<file path="config.mk">
export PLATFORM = sky130hd
export DESIGN_NAME = retire_trace_buffer
export DESIGN_NICKNAME = d
export VERILOG_FILES = /design/src/rtl/trace_pkg.sv /design/src/rtl/trace_fifo.sv /design/src/rtl/retire_trace_buffer.sv
export SDC_FILE = /design/constraint.sdc
export NUM_CORES = 1
export LEC_CHECK = 0
export BUFFER_PORTS_ARGS = -buffer_cell sky130_fd_sc_hd__buf_4
export CAP_MARGIN = 20
export CORE_UTILIZATION = 60
export CTS_CLUSTER_DIAMETER = 50
export DETAILED_ROUTE_END_ITERATION = 10
export MAX_ROUTING_LAYER = met4
export PLACE_DENSITY = 0.78
export SLEW_MARGIN = 15
export SYNTH_ARGS = -nofsm -noshare
export SYNTH_HDL_FRONTEND = slang
export SYNTH_SLANG_ARGS = --single-unit
</file>
<file path="constraint.sdc">
create_clock -name clk -period 8.6 [get_ports clk]
set_input_delay 1.29 -clock clk [delete_from_list [all_inputs] [get_ports clk]]
set_output_delay 1.29 -clock clk [all_outputs]
set_load 0.02 [all_outputs]
</file>
<file path="src/rtl/trace_pkg.sv">
// Shared types for the retire trace capture stage.
// Optional feature macro: RETIRE_TRACE_PC_EN (adds a PC field to every record).
package trace_pkg;

    // Bit positions inside the 4-bit flag field {hlt, mem_write, mem_read, reg_write}
    localparam int FLG_REG = 0;
    localparam int FLG_LD  = 1;
    localparam int FLG_ST  = 2;
    localparam int FLG_HLT = 3;

    typedef enum logic [1:0] {
        RUN   = 2'd0,
        DRAIN = 2'd1,
        DONE  = 2'd2
    } trace_state_t;

    typedef struct packed {
`ifdef RETIRE_TRACE_PC_EN
        logic [15:0] pc;
`endif
        logic [3:0]  flags;
        logic [3:0]  reg_sel;
        logic [15:0] reg_data;
        logic [15:0] mem_addr;
        logic [15:0] mem_data;
    } trace_rec_t;

endpackage

</file>
<file path="src/rtl/trace_fifo.sv">
// Synchronous FIFO of trace records.
// Pointers carry one wrap bit above the index so full and empty are distinct.
// A push into a full FIFO is accepted only when a pop frees the head in the
// same cycle; push_ok tells the caller whether the record was stored.
// Handshake: pop is only honoured when the FIFO is not empty; the head record
// is presented on rd_rec and held stable until popped (zero when empty).
module trace_fifo
    import trace_pkg::*;
#(
    parameter int DEPTH = 16
) (
    input  logic                     clk,
    input  logic                     rst_n,
    input  logic                     push,
    input  logic                     pop,
    input  trace_rec_t               wr_rec,
    output trace_rec_t               rd_rec,
    output logic                     push_ok,
    output logic                     full,
    output logic                     empty,
    output logic [$clog2(DEPTH):0]   occupancy
);

    localparam int AW = $clog2(DEPTH);
    localparam logic [AW:0] PTR_ONE   = {{AW{1'b0}}, 1'b1};
    localparam logic [AW:0] DEPTH_CNT = (AW+1)'(DEPTH);

    trace_rec_t  mem_q [DEPTH];
    logic [AW:0] wr_ptr_q, wr_ptr_d;
    logic [AW:0] rd_ptr_q, rd_ptr_d;
    logic        pop_ok;

    // Status, acceptance and pointer advance
    always_comb begin
        occupancy = wr_ptr_q - rd_ptr_q;
        empty     = (wr_ptr_q == rd_ptr_q);
        full      = (occupancy == DEPTH_CNT);
        pop_ok    = pop && !empty;
        push_ok   = push && (!full || pop_ok);
        wr_ptr_d  = wr_ptr_q;
        rd_ptr_d  = rd_ptr_q;
        if (push_ok) wr_ptr_d = wr_ptr_q + PTR_ONE;
        if (pop_ok)  rd_ptr_d = rd_ptr_q + PTR_ONE;
        rd_rec    = empty ? '0 : mem_q[rd_ptr_q[AW-1:0]];
    end

    // Pointer registers
    always_ff @(posedge clk) begin
        if (!rst_n) begin
            wr_ptr_q <= '0;
            rd_ptr_q <= '0;
        end else begin
            wr_ptr_q <= wr_ptr_d;
            rd_ptr_q <= rd_ptr_d;
        end
    end

    // Storage write; contents need no reset because the head is masked when empty
    always_ff @(posedge clk) begin
        if (push_ok) mem_q[wr_ptr_q[AW-1:0]] <= wr_rec;
    end

endmodule

</file>
<file path="src/rtl/retire_trace_buffer.sv">
// Commit-trace capture stage behind the CPU MEM/WB boundary.
// Captures write-back, memory and halt activity into a FIFO, keeps cycle and
// retired-instruction counters, and sequences RUN -> DRAIN -> DONE on halt.
// Optional feature macro: RETIRE_TRACE_PC_EN (per-record PC on trace_pc).
// Handshake: a record transfers on a cycle where trace_valid && trace_ready;
// trace_valid stays high and the head fields hold until that happens.
module retire_trace_buffer
    import trace_pkg::*;
#(
    parameter int DEPTH        = 16,
    parameter int AFULL_MARGIN = 2
) (
    input  logic        clk,
    input  logic        rst_n,
    input  logic        wb_reg_write,
    input  logic [3:0]  wb_reg_sel,
    input  logic [15:0] wb_reg_data,
    input  logic        mem_read,
    input  logic        mem_write,
    input  logic [15:0] mem_addr,
    input  logic [15:0] mem_wdata,
    input  logic [15:0] mem_rdata,
    input  logic        hlt_in,
    input  logic [15:0] pc_in,
    output logic        trace_valid,
    input  logic        trace_ready,
    output logic [3:0]  trace_flags,
    output logic [3:0]  trace_reg_sel,
    output logic [15:0] trace_reg_data,
    output logic [15:0] trace_mem_addr,
    output logic [15:0] trace_mem_data,
    output logic [15:0] trace_pc,
    output logic        stall_req,
    output logic        overflow,
    output logic        halted,
    output logic        done,
    output logic [31:0] cycle_count,
    output logic [31:0] inst_count
);

    localparam int AW = $clog2(DEPTH);
    localparam logic [AW:0] DEPTH_CNT  = (AW+1)'(DEPTH);
    localparam logic [AW:0] MARGIN_CNT = (AW+1)'(AFULL_MARGIN);

    trace_state_t state_q, state_d;
    logic         overflow_q, overflow_d;
    logic [31:0]  cycle_count_q, cycle_count_d;
    logic [31:0]  inst_count_q, inst_count_d;

    trace_rec_t   cap_rec;
    trace_rec_t   head_rec;
    logic         capture;
    logic         pop;
    logic         push_ok;
    logic         fifo_full;
    logic         fifo_empty;
    logic [AW:0]  occupancy;
    logic [AW:0]  free_cnt;

`ifndef RETIRE_TRACE_PC_EN
    logic pc_unused;
    assign pc_unused = ^pc_in;
`endif

    // Capture qualification and record packing for this cycle
    always_comb begin
        capture = (state_q == RUN) && (wb_reg_write || mem_read || mem_write || hlt_in);
        pop     = trace_valid && trace_ready;
        cap_rec = '0;
        cap_rec.flags[FLG_REG] = wb_reg_write;
        cap_rec.flags[FLG_LD]  = mem_read;
        cap_rec.flags[FLG_ST]  = mem_write;
        cap_rec.flags[FLG_HLT] = hlt_in;
        cap_rec.reg_sel  = wb_reg_sel;
        cap_rec.reg_data = wb_reg_data;
        cap_rec.mem_addr = mem_addr;
        cap_rec.mem_data = mem_write ? mem_wdata : mem_rdata;
`ifdef RETIRE_TRACE_PC_EN
        cap_rec.pc       = pc_in;
`endif
    end

    trace_fifo #(
        .DEPTH (DEPTH)
    ) u_fifo (
        .clk       (clk),
        .rst_n     (rst_n),
        .push      (capture),
        .pop       (pop),
        .wr_rec    (cap_rec),
        .rd_rec    (head_rec),
        .push_ok   (push_ok),
        .full      (fifo_full),
        .empty     (fifo_empty),
        .occupancy (occupancy)
    );

    // Next-state for the halt/drain sequencer
    always_comb begin
        state_d = state_q;
        case (state_q)
            RUN:     if (hlt_in) state_d = DRAIN;
            DRAIN:   if (fifo_empty) state_d = DONE;
            DONE:    state_d = DONE;
            default: state_d = RUN;
        endcase
    end

    // Sticky overflow and saturating counters
    always_comb begin
        overflow_d    = overflow_q;
        cycle_count_d = cycle_count_q;
        inst_count_d  = inst_count_q;
        if (capture && !push_ok) overflow_d = 1'b1;
        if ((state_q == RUN) && (cycle_count_q != 32'hFFFF_FFFF))
            cycle_count_d = cycle_count_q + 32'd1;
        if (capture && (wb_reg_write || mem_write || hlt_in) &&
            (inst_count_q != 32'hFFFF_FFFF))
            inst_count_d = inst_count_q + 32'd1;
    end

    // State, flag and counter registers
    always_ff @(posedge clk) begin
        if (!rst_n) begin
            state_q       <= RUN;
            overflow_q    <= 1'b0;
            cycle_count_q <= '0;
            inst_count_q  <= '0;
        end else begin
            state_q       <= state_d;
            overflow_q    <= overflow_d;
            cycle_count_q <= cycle_count_d;
            inst_count_q  <= inst_count_d;
        end
    end

    // Outputs are driven only from registered state
    always_comb begin
        free_cnt       = DEPTH_CNT - occupancy;
        trace_valid    = !fifo_empty;
        trace_flags    = head_rec.flags;
        trace_reg_sel  = head_rec.reg_sel;
        trace_reg_data = head_rec.reg_data;
        trace_mem_addr = head_rec.mem_addr;
        trace_mem_data = head_rec.mem_data;
`ifdef RETIRE_TRACE_PC_EN
        trace_pc       = head_rec.pc;
`else
        trace_pc       = 16'h0000;
`endif
        stall_req      = (free_cnt <= MARGIN_CNT);
        overflow       = overflow_q;
        halted         = (state_q != RUN);
        done           = (state_q == DONE);
        cycle_count    = cycle_count_q;
        inst_count     = inst_count_q;
    end

endmodule

</file>
==> run summary, run 1 <==
Overflow after GRT: 0
Vias: 19400
initial core utilization: 0.607
Reg clk slew, reported paths: 60 ps
Placeable Area: 63100 sq um
hold depth: 1
critical path class: reg2out
total power: 12.9 mW
Yosys cell types: 54
share of layout cells above drive strength 1: 0.320
H-tree Lvls: 3
Max Cap Viol: 0
DPL Wire Length: 42200 um
crit-path max FO: 49
Worst Clk Skew: 21.7 ps
largest net degree at the start of global routing: 105
die area: 64900 sq um
# rows: 92
clk buf depth: 3
first-pass GRT wire length: 129000 um
post-synthesis register bit count: 977
IO Count: 232
Final Hold Fails: 0
Syn. warnings: 0
clock sink count: 977
hold path endpoint: overflow
VDD IR max: 0.000229 V
startpoint types: register
DRC Markers: 0
Critical Path AT: 4000 ps
highest clock rate: 189 MHz
Leak: 14.0 nW
nets: 2180
RSZ-0062 raised after global routing: false
Hold Startpoint: overflow
Crit. End Element: primary output
drt pass-1 iters: 6
GPL Wtd Cong: 0.864
area grow syn2layout: 14.8%
Mapped Cells: 1825
Worst-Skew Late Latency: 650 ps
Initial DRC Count: 2225
Mapped Area: 38300 sq um
ys async rst share: 0
CTS Root Cell: clkbuf_16
vias in the first global route: 19800
slew margin rel.: 0.205
status: complete, no violations
post-CTS repair timing setup buffer count: 0
Worst R2R Setup Slack: 3880 ps
worst r2r src: u_fifo.wr_ptr_q[0]
final setup TNS: 0 ps
Finish-stage setup viols: 0
Die Wd: 255 um
fin crit share: 0.615
Pwr Density: 294 nW/um^2
Worst Path Required: 7310 ps
Hold Path Class: reg2reg
Post-CTS Hold Fix Bufs: 0
WL final: 88700 um
Main synth FF type: edfxtp_1
Worst-Margin Slew: 1190 ps
post-route design area: 44000 sq um
initial antenna violation count: 4
Post-synth EDFFs: 896
all-layer global routing usage: 0.288
r2r worst-path depth: 10
IO Port Bufs: 199
register area share after synthesis: 0.744
Slew Viols, Final: 0
Final ANT Viol Nets: 0
post-cts sizing count: 0
Die Height: 255 um
total CTS buffers: 95
Tmin final: 5290 ps
Post-Syn Area per Cell: 21.0 sq um
TritonCTS clock tree: done
RR Endpoint: u_fifo.mem_q[2][11]
wire length per cell: 29.6 um
drt via density: 6.47
Post-Place Cell Area: 40900 sq um
cell families (layout without fill, tap and decap cells):
| group | count (synthesis) | count (layout) | synth area share |
|---|---|---|---|
| compound gates | 49 | 49 | 0.00846 |
| xor+xnor | 61 | 61 | 0.0143 |
| fa+ha+maj | 18 | 18 | 0.00607 |
| buf+inv | 118 | 427 | 0.0144 |
| flops | 977 | 977 | 0.744 |
| mux | 299 | 299 | 0.170 |
| other cells | 1 | 20 | 0.0000979 |
| simple gates | 302 | 302 | 0.0421 |
cell usage after synthesis, types with 2 or more instances:
cell,count,area share
a21o_1,2,0.00039
mux2_2,16,0.0047
nand4_1,31,0.0051
buf_1,10,0.00098
or3_1,12,0.0020
buf_2,22,0.0029
nor3_1,18,0.0024
and2_1,61,0.010
a21oi_1,16,0.0021
xor2_1,38,0.0087
nand2b_1,4,0.00065
o31a_1,2,0.00046
inv_1,20,0.0020
o21a_1,3,0.00059
nand4_2,2,0.00065
nor4_1,4,0.00065
nor4_4,2,0.0011
clkbuf_1,45,0.0044
nand2_1,30,0.0029
nand3_1,28,0.0037
xnor2_1,22,0.0050
and3_1,11,0.0018
buf_4,18,0.0035
mux2i_1,3,0.00078
ha_1,17,0.0056
mux4_2,280,0.16
a211oi_1,2,0.00039
and4_1,7,0.0016
or2_2,3,0.00049
buf_6,2,0.00059
nor2_1,85,0.0083
edfxtp_1,896,0.70
dfxtp_1,81,0.042
o21ai_0,12,0.0016
registers in the layout, indices dropped and copies added, names as in the netlist, named ones only:
register and count:
u_fifo.wr_ptr_q 5, cycle_count 32, overflow 1, inst_count 32
state_q 2, u_fifo.rd_ptr_q 5, u_fifo.mem_q 896
power breakdown:
group | total, mW | switching, mW | internal (mW)
Clock | 4.07 | 1.77 | 2.30
Sequential | 5.81 | 0.181 | 5.63
Combinational | 3.05 | 1.71 | 1.34
per-layer routing:
metal	up-vias	routed length, um	global-route usage
met5	-	0	-
met4	0	2290	0.0927
met3	182	7130	0.0481
met2	1131	45700	0.468
met1	10100	33600	0.376
li1	7987	-	-
layout make-up:
cell class	instances	area (sq um)
sequential	977	28500
fill	3733	19100
multi-input combinational	745	9400
clock buffer	111	2460
timing repair buffer	231	1850
tap	846	1060
clock inverter	64	569
inverter	21	78.8
antenna	4	10.0
worst max path at each step:
stage,start,end,slack (ps)
2_1_floorplan,u_fifo.wr_ptr_q[0],u_fifo.mem_q[3][0],2040
3_3_place_gp,mem_write,u_fifo.mem_q[3][22],3850
3_5_place_dp,mem_write,u_fifo.mem_q[3][21],3710
4_1_cts,register,trace_flags[2],3220
5_1_grt,register,trace_flags[2],3080
6_report,register,trace_flags[2],3310
worst max-delay path: stages, from the launching register on:
cell and delay, ps:
dfxtp_4 980, buf_4 700, mux4_2 640, mux4_2 530, and2_1 240, buf_4 180
placed cells by master, fill, tap and decap left out, drive strengths merged, types with 17 or more instances in the layout:
master and count:
nand4 33, ha 17, xor2 38, a21oi 17, nand3 28, and2 61, buf 231, clkinv 47
nor2 85, xnor2 22, nor3 18, nand2 30, mux4 280, edfxtp 896, inv 27, dfxtp 81
clkbuf 111
metrics by stage:
stage | std cells | hold WS (ps) | worst slack [ps] | util
final | 2999 | 489 | 3310 | 0.697
after global routing | 2999 | 515 | 3080 | 0.697
after CTS | 2992 | 491 | 3220 | 0.696
after detailed placement | 2817 | 468 | 3710 | 0.648
after global placement | 2814 | 472 | 3850 | 0.647
after floorplan | 1840 | 470 | 2040 | -
(Power assumes the default switching activity.)
==> run 2, diff against run 1 <==
==> constraint.sdc (replaced) <==
create_clock -name clk -period 5.09 [get_ports clk]
set_input_delay 0.7635 -clock clk [delete_from_list [all_inputs] [get_ports clk]]
set_output_delay 0.7635 -clock clk [all_outputs]
set_load 0.02 [all_outputs]
==> run summary, run 2 (synthesis results as in run 1) <==
status: complete, no violations
highest clock rate: 238 MHz
IO Count: 232
DPL Wire Length: 45100 um
Max Cap Viol: 0
Placeable Area: 63100 sq um
share of layout cells above drive strength 1: 0.335
commonest non-fill, non-tap cell in the layout: edfxtp_1
Final Util: 0.709
GPL Wtd Cong: 0.863
r2r worst-path depth: 10
WL final: 91100 um
Leak: 14.3 nW
Final ANT Viol Nets: 0
Worst Clk Skew: 24.4 ps
commonest non-fill, non-tap cells in the layout: edfxtp_1 (896), mux4_2 (280), buf_4 (221)
nets: 2204
wire length per cell: 30.1 um
post-route design area: 44700 sq um
Tmin final: 4200 ps
multi-input logic area: 9420 sq um
initial antenna violation count: 2
area grow syn2layout: 16.7%
slew margin rel.: 0.333
final setup margin: 894 ps
all-layer global routing usage: 0.297
Initial DRC Count: 2299
die area: 64900 sq um
first-pass GRT wire length: 133000 um
RSZ-0062 raised after global routing: false
max reg flops: 896
Die Height: 255 um
Hold Path Class: in2reg
largest net degree at the start of global routing: 59
Post-Place Cell Area: 41300 sq um
post-cts sizing count: 0
post-CTS repair timing setup buffer count: 0
fin crit share: 0.824
crit-path max FO: 31
Final Hold Fails: 0
Pwr Density: 508 nW/um^2
Critical Path AT: 3430 ps
Crit. End Element: primary output
H-tree Lvls: 3
vias in the first global route: 20700
clk buf depth: 3
hold depth: 2
worst slack at placement: 1150 ps
drt via density: 6.53
drt pass-1 iters: 5
Overflow after GRT: 0
critical path class: reg2out
VDD IR max: 0.000361 V
register area: 28500 sq um
Worst Path Required: 4330 ps
# rows: 92
Vias: 19700
CTS Root Cell: clkbuf_16
Worst-Margin Slew: 1000 ps
fill count: 3644
clock sink count: 977
Finish-stage setup viols: 0
initial core utilization: 0.607
DRC Markers: 0
total CTS buffers: 101
Slew Viols, Final: 0
Post-CTS Hold Fix Bufs: 0
Die Wd: 255 um
total power: 22.7 mW
Reg clk slew, reported paths: 60 ps
TritonCTS clock tree: done
Worst-Skew Late Latency: 660 ps
IO Port Bufs: 199
startpoint types: register
## run 2: changes by cell type in the layout (fill, tap and decap cells not counted), moves of 3 or more
cell,previous run,this run
clkinvlp_4,2,9
bufinv_16,8,12
clkbuf_16,96,105
clkinv_1,33,17
clkinv_2,7,11
buf_16,4,0
buf_12,3,28
buf_4,224,221
## run 2: report_power, final
part | internal, mW | total (mW) | switching, mW
registers | 9.50 | 9.78 | 0.282
clock network | 4.42 | 7.57 | 3.15
logic | 2.37 | 5.36 | 2.99
## run 2: worst paths after layout
check / from / endpoint / slack (ps)
setup / recovery: u_fifo.wr_ptr_q[3] / trace_mem_data[1] / 890
hold / removal: rst_n / overflow / 390
setup reg to reg: u_fifo.wr_ptr_q[0] / u_fifo.mem_q[7][31] / 1120
hold reg to reg: overflow / overflow / 480
## run 2: per-layer routing
layer / track usage / vias to the layer above / part of all wire
li1: - / 8038 / -
met1: 0.380 / 10400 / 0.37
met2: 0.493 / 1113 / 0.53
met3: 0.0463 / 142 / 0.083
met4: 0.0931 / 0 / 0.021
met5: - / - / 0
## run 2: layout make-up
| class | count | area share |
|---|---|---|
| Sequential cell | 977 | 0.638 |
| Multi-Input combinational cell | 745 | 0.211 |
| Clock buffer | 122 | 0.0606 |
| Timing Repair Buffer | 249 | 0.0497 |
| Tap cell | 846 | 0.0237 |
| Clock inverter | 62 | 0.0150 |
| Inverter | 21 | 0.00176 |
| Antenna cell | 3 | 0.000168 |
## run 2: stage by stage
stage / std cells / setup TNS [ps] / hold slack (ps)
after floorplan: 1840 / -158450 / 470
after global placement: 2837 / 0 / 452
after detailed placement: 2838 / 0 / 468
after CTS: 3022 / 0 / 371
after global routing: 3024 / 0 / 395
final: 3025 / 0 / 392
## run 2: worst max-delay path: stages, from the launching register on
cell	delay, ps
dfxtp_1	660
ha_1	390
nand4_1	130
or2_2	790
buf_12	310
and2_1	280
buf_4	180
==> run 3, diff against run 2 <==
==> constraint.sdc (replaced) <==
create_clock -name clk -period 4.34 [get_ports clk]
set_input_delay 0.651 -clock clk [delete_from_list [all_inputs] [get_ports clk]]
set_output_delay 0.651 -clock clk [all_outputs]
set_load 0.02 [all_outputs]
==> run summary, run 3 (synthesis results as in run 1) <==
Hold Startpoint: rst_n
post-CTS repair timing setup buffer count: 0
Worst R2R Setup Slack: 590 ps
commonest non-fill, non-tap cell in the layout: edfxtp_1
Largest delay share family, worst path: simple AND/OR/NAND/NOR gates
Crit. End Element: primary output
largest net degree at the start of global routing: 83
area grow syn2layout: 15.7%
DRC Markers: 0
Final Hold Fails: 0
TritonCTS clock tree: done
worst path cell trace: ha_1 -> nand4_1 -> or2_2 -> buf_4 -> and2_1 -> buf_4
GPL Wtd Cong: 0.821
commonest non-fill, non-tap cells in the layout: edfxtp_1 (896), mux4_2 (280), buf_4 (219)
Initial DRC Count: 2096
Critical Path AT: 3250 ps
Final Util: 0.703
r2r worst-path depth: 10
Placeable Area: 63100 sq um
# rows: 92
DPL Wire Length: 44200 um
slew margin rel.: 0.452
RR Endpoint: u_fifo.mem_q[13][42]
critical path class: reg2out
CP max stage delay: 700 ps
post-cts sizing count: 0
fill count: 3687
worst r2r src: u_fifo.wr_ptr_q[2]
Slew Viols, Final: 0
clock sink count: 977
fin crit share: 0.898
H-tree Lvls: 3
Hold Path Class: in2reg
status: complete, no violations
Leak: 14.2 nW
Finish-stage setup viols: 0
Worst Clk Skew: 29.5 ps
Post-CTS Hold Fix Bufs: 0
Worst Path Required: 3690 ps
crit-path max FO: 18
total power: 25.8 mW
CP max stage cell: dfxtp_1
CP Buf/Inv Count: 2
WL final: 89500 um
die area: 64900 sq um
CTS Root Cell: clkbuf_16
Max Cap Viol: 0
Worst-Skew Late Latency: 660 ps
Reg clk slew, reported paths: 70 ps
RSZ-0062 raised after global routing: false
Die Wd: 255 um
VDD IR max: 0.000449 V
wire length per cell: 29.7 um
highest clock rate: 257 MHz
share of layout cells above drive strength 1: 0.332
Die Height: 255 um
initial core utilization: 0.607
Tmin final: 3900 ps
Vias: 19500
max reg flops: 896
drt pass-1 iters: 5
hold depth: 2
Worst-Margin Slew: 822 ps
IO Port Bufs: 199
initial antenna violation count: 1
IO Count: 232
startpoint types: register
Pwr Density: 582 nW/um^2
total CTS buffers: 94
first-pass GRT wire length: 130000 um
Final ANT Viol Nets: 0
nets: 2193
drt via density: 6.47
Overflow after GRT: 0
vias in the first global route: 20000
all-layer global routing usage: 0.292
CP dominant cell by count: buf_4
hold path endpoint: overflow
clk buf depth: 3
-- run 3: worst max path at each step --
| stage | from | endpoint | cells past startpoint |
|---|---|---|---|
| 6_report | u_fifo.wr_ptr_q[2] | trace_mem_data[5] | 6 |
| 5_1_grt | u_fifo.wr_ptr_q[3] | trace_mem_data[5] | 6 |
| 4_1_cts | register | trace_mem_data[15] | 5 |
| 3_3_place_gp | u_fifo.wr_ptr_q[2] | u_fifo.mem_q[15][20] | 10 |
| 2_1_floorplan | u_fifo.wr_ptr_q[0] | u_fifo.mem_q[7][0] | 9 |
| 3_5_place_dp | u_fifo.wr_ptr_q[0] | u_fifo.mem_q[2][20] | 10 |
-- run 3: worst register-to-register path, cell delays in order (launching register included) --
cell and delay, ps:
dfxtp_1 700, ha_1 390, o21ai_0 110, nand2b_1 140, xnor2_1 170, and3_1 180
ha_1 220, a21oi_2 330, nand2_1 350, nor2_4 200, buf_4 540
-- run 3: area by class of cell --
| type | instances | area, sq um | share of cell area |
|---|---|---|---|
| diodes | 2 | 5.00 | 0.000113 |
| clock buffers | 105 | 2390 | 0.0540 |
| clock inverters | 69 | 648 | 0.0146 |
| inverters | 21 | 78.8 | 0.00178 |
| multi-input cells | 745 | 9430 | 0.213 |
| flip-flops and latches | 977 | 28500 | 0.644 |
| well taps | 846 | 1060 | 0.0239 |
| repair buffers | 245 | 2160 | 0.0488 |
-- run 3: report_power, final --
part / switching [mW] / internal, mW / total [mW]
clock network: 3.63 / 4.45 / 8.08
registers: 0.286 / 11.1 / 11.4
logic: 3.50 / 2.78 / 6.28
-- run 3: stage by stage --
| step | TNS (ps) | cells | hold slack [ps] | setup WS [ps] | cell area [sq um] |
|---|---|---|---|---|---|
| floorplan | -344970 | 1840 | 470 | -721 | 38400 |
| global placement | 0 | 2833 | 453 | 765 | 41300 |
| detailed placement | 0 | 2834 | 462 | 698 | 41300 |
| CTS | 0 | 3008 | 242 | 395 | 44300 |
| global route | 0 | 3009 | 272 | 335 | 44300 |
| finish | 0 | 3010 | 269 | 443 | 44300 |
-- run 3: metal layers --
metal	share of wire	up-vias	GRT usage
met5	0	-	-
met4	0.027	0	0.0912
met3	0.093	168	0.0597
met2	0.52	1148	0.477
met1	0.36	10100	0.371
li1	-	8004	-
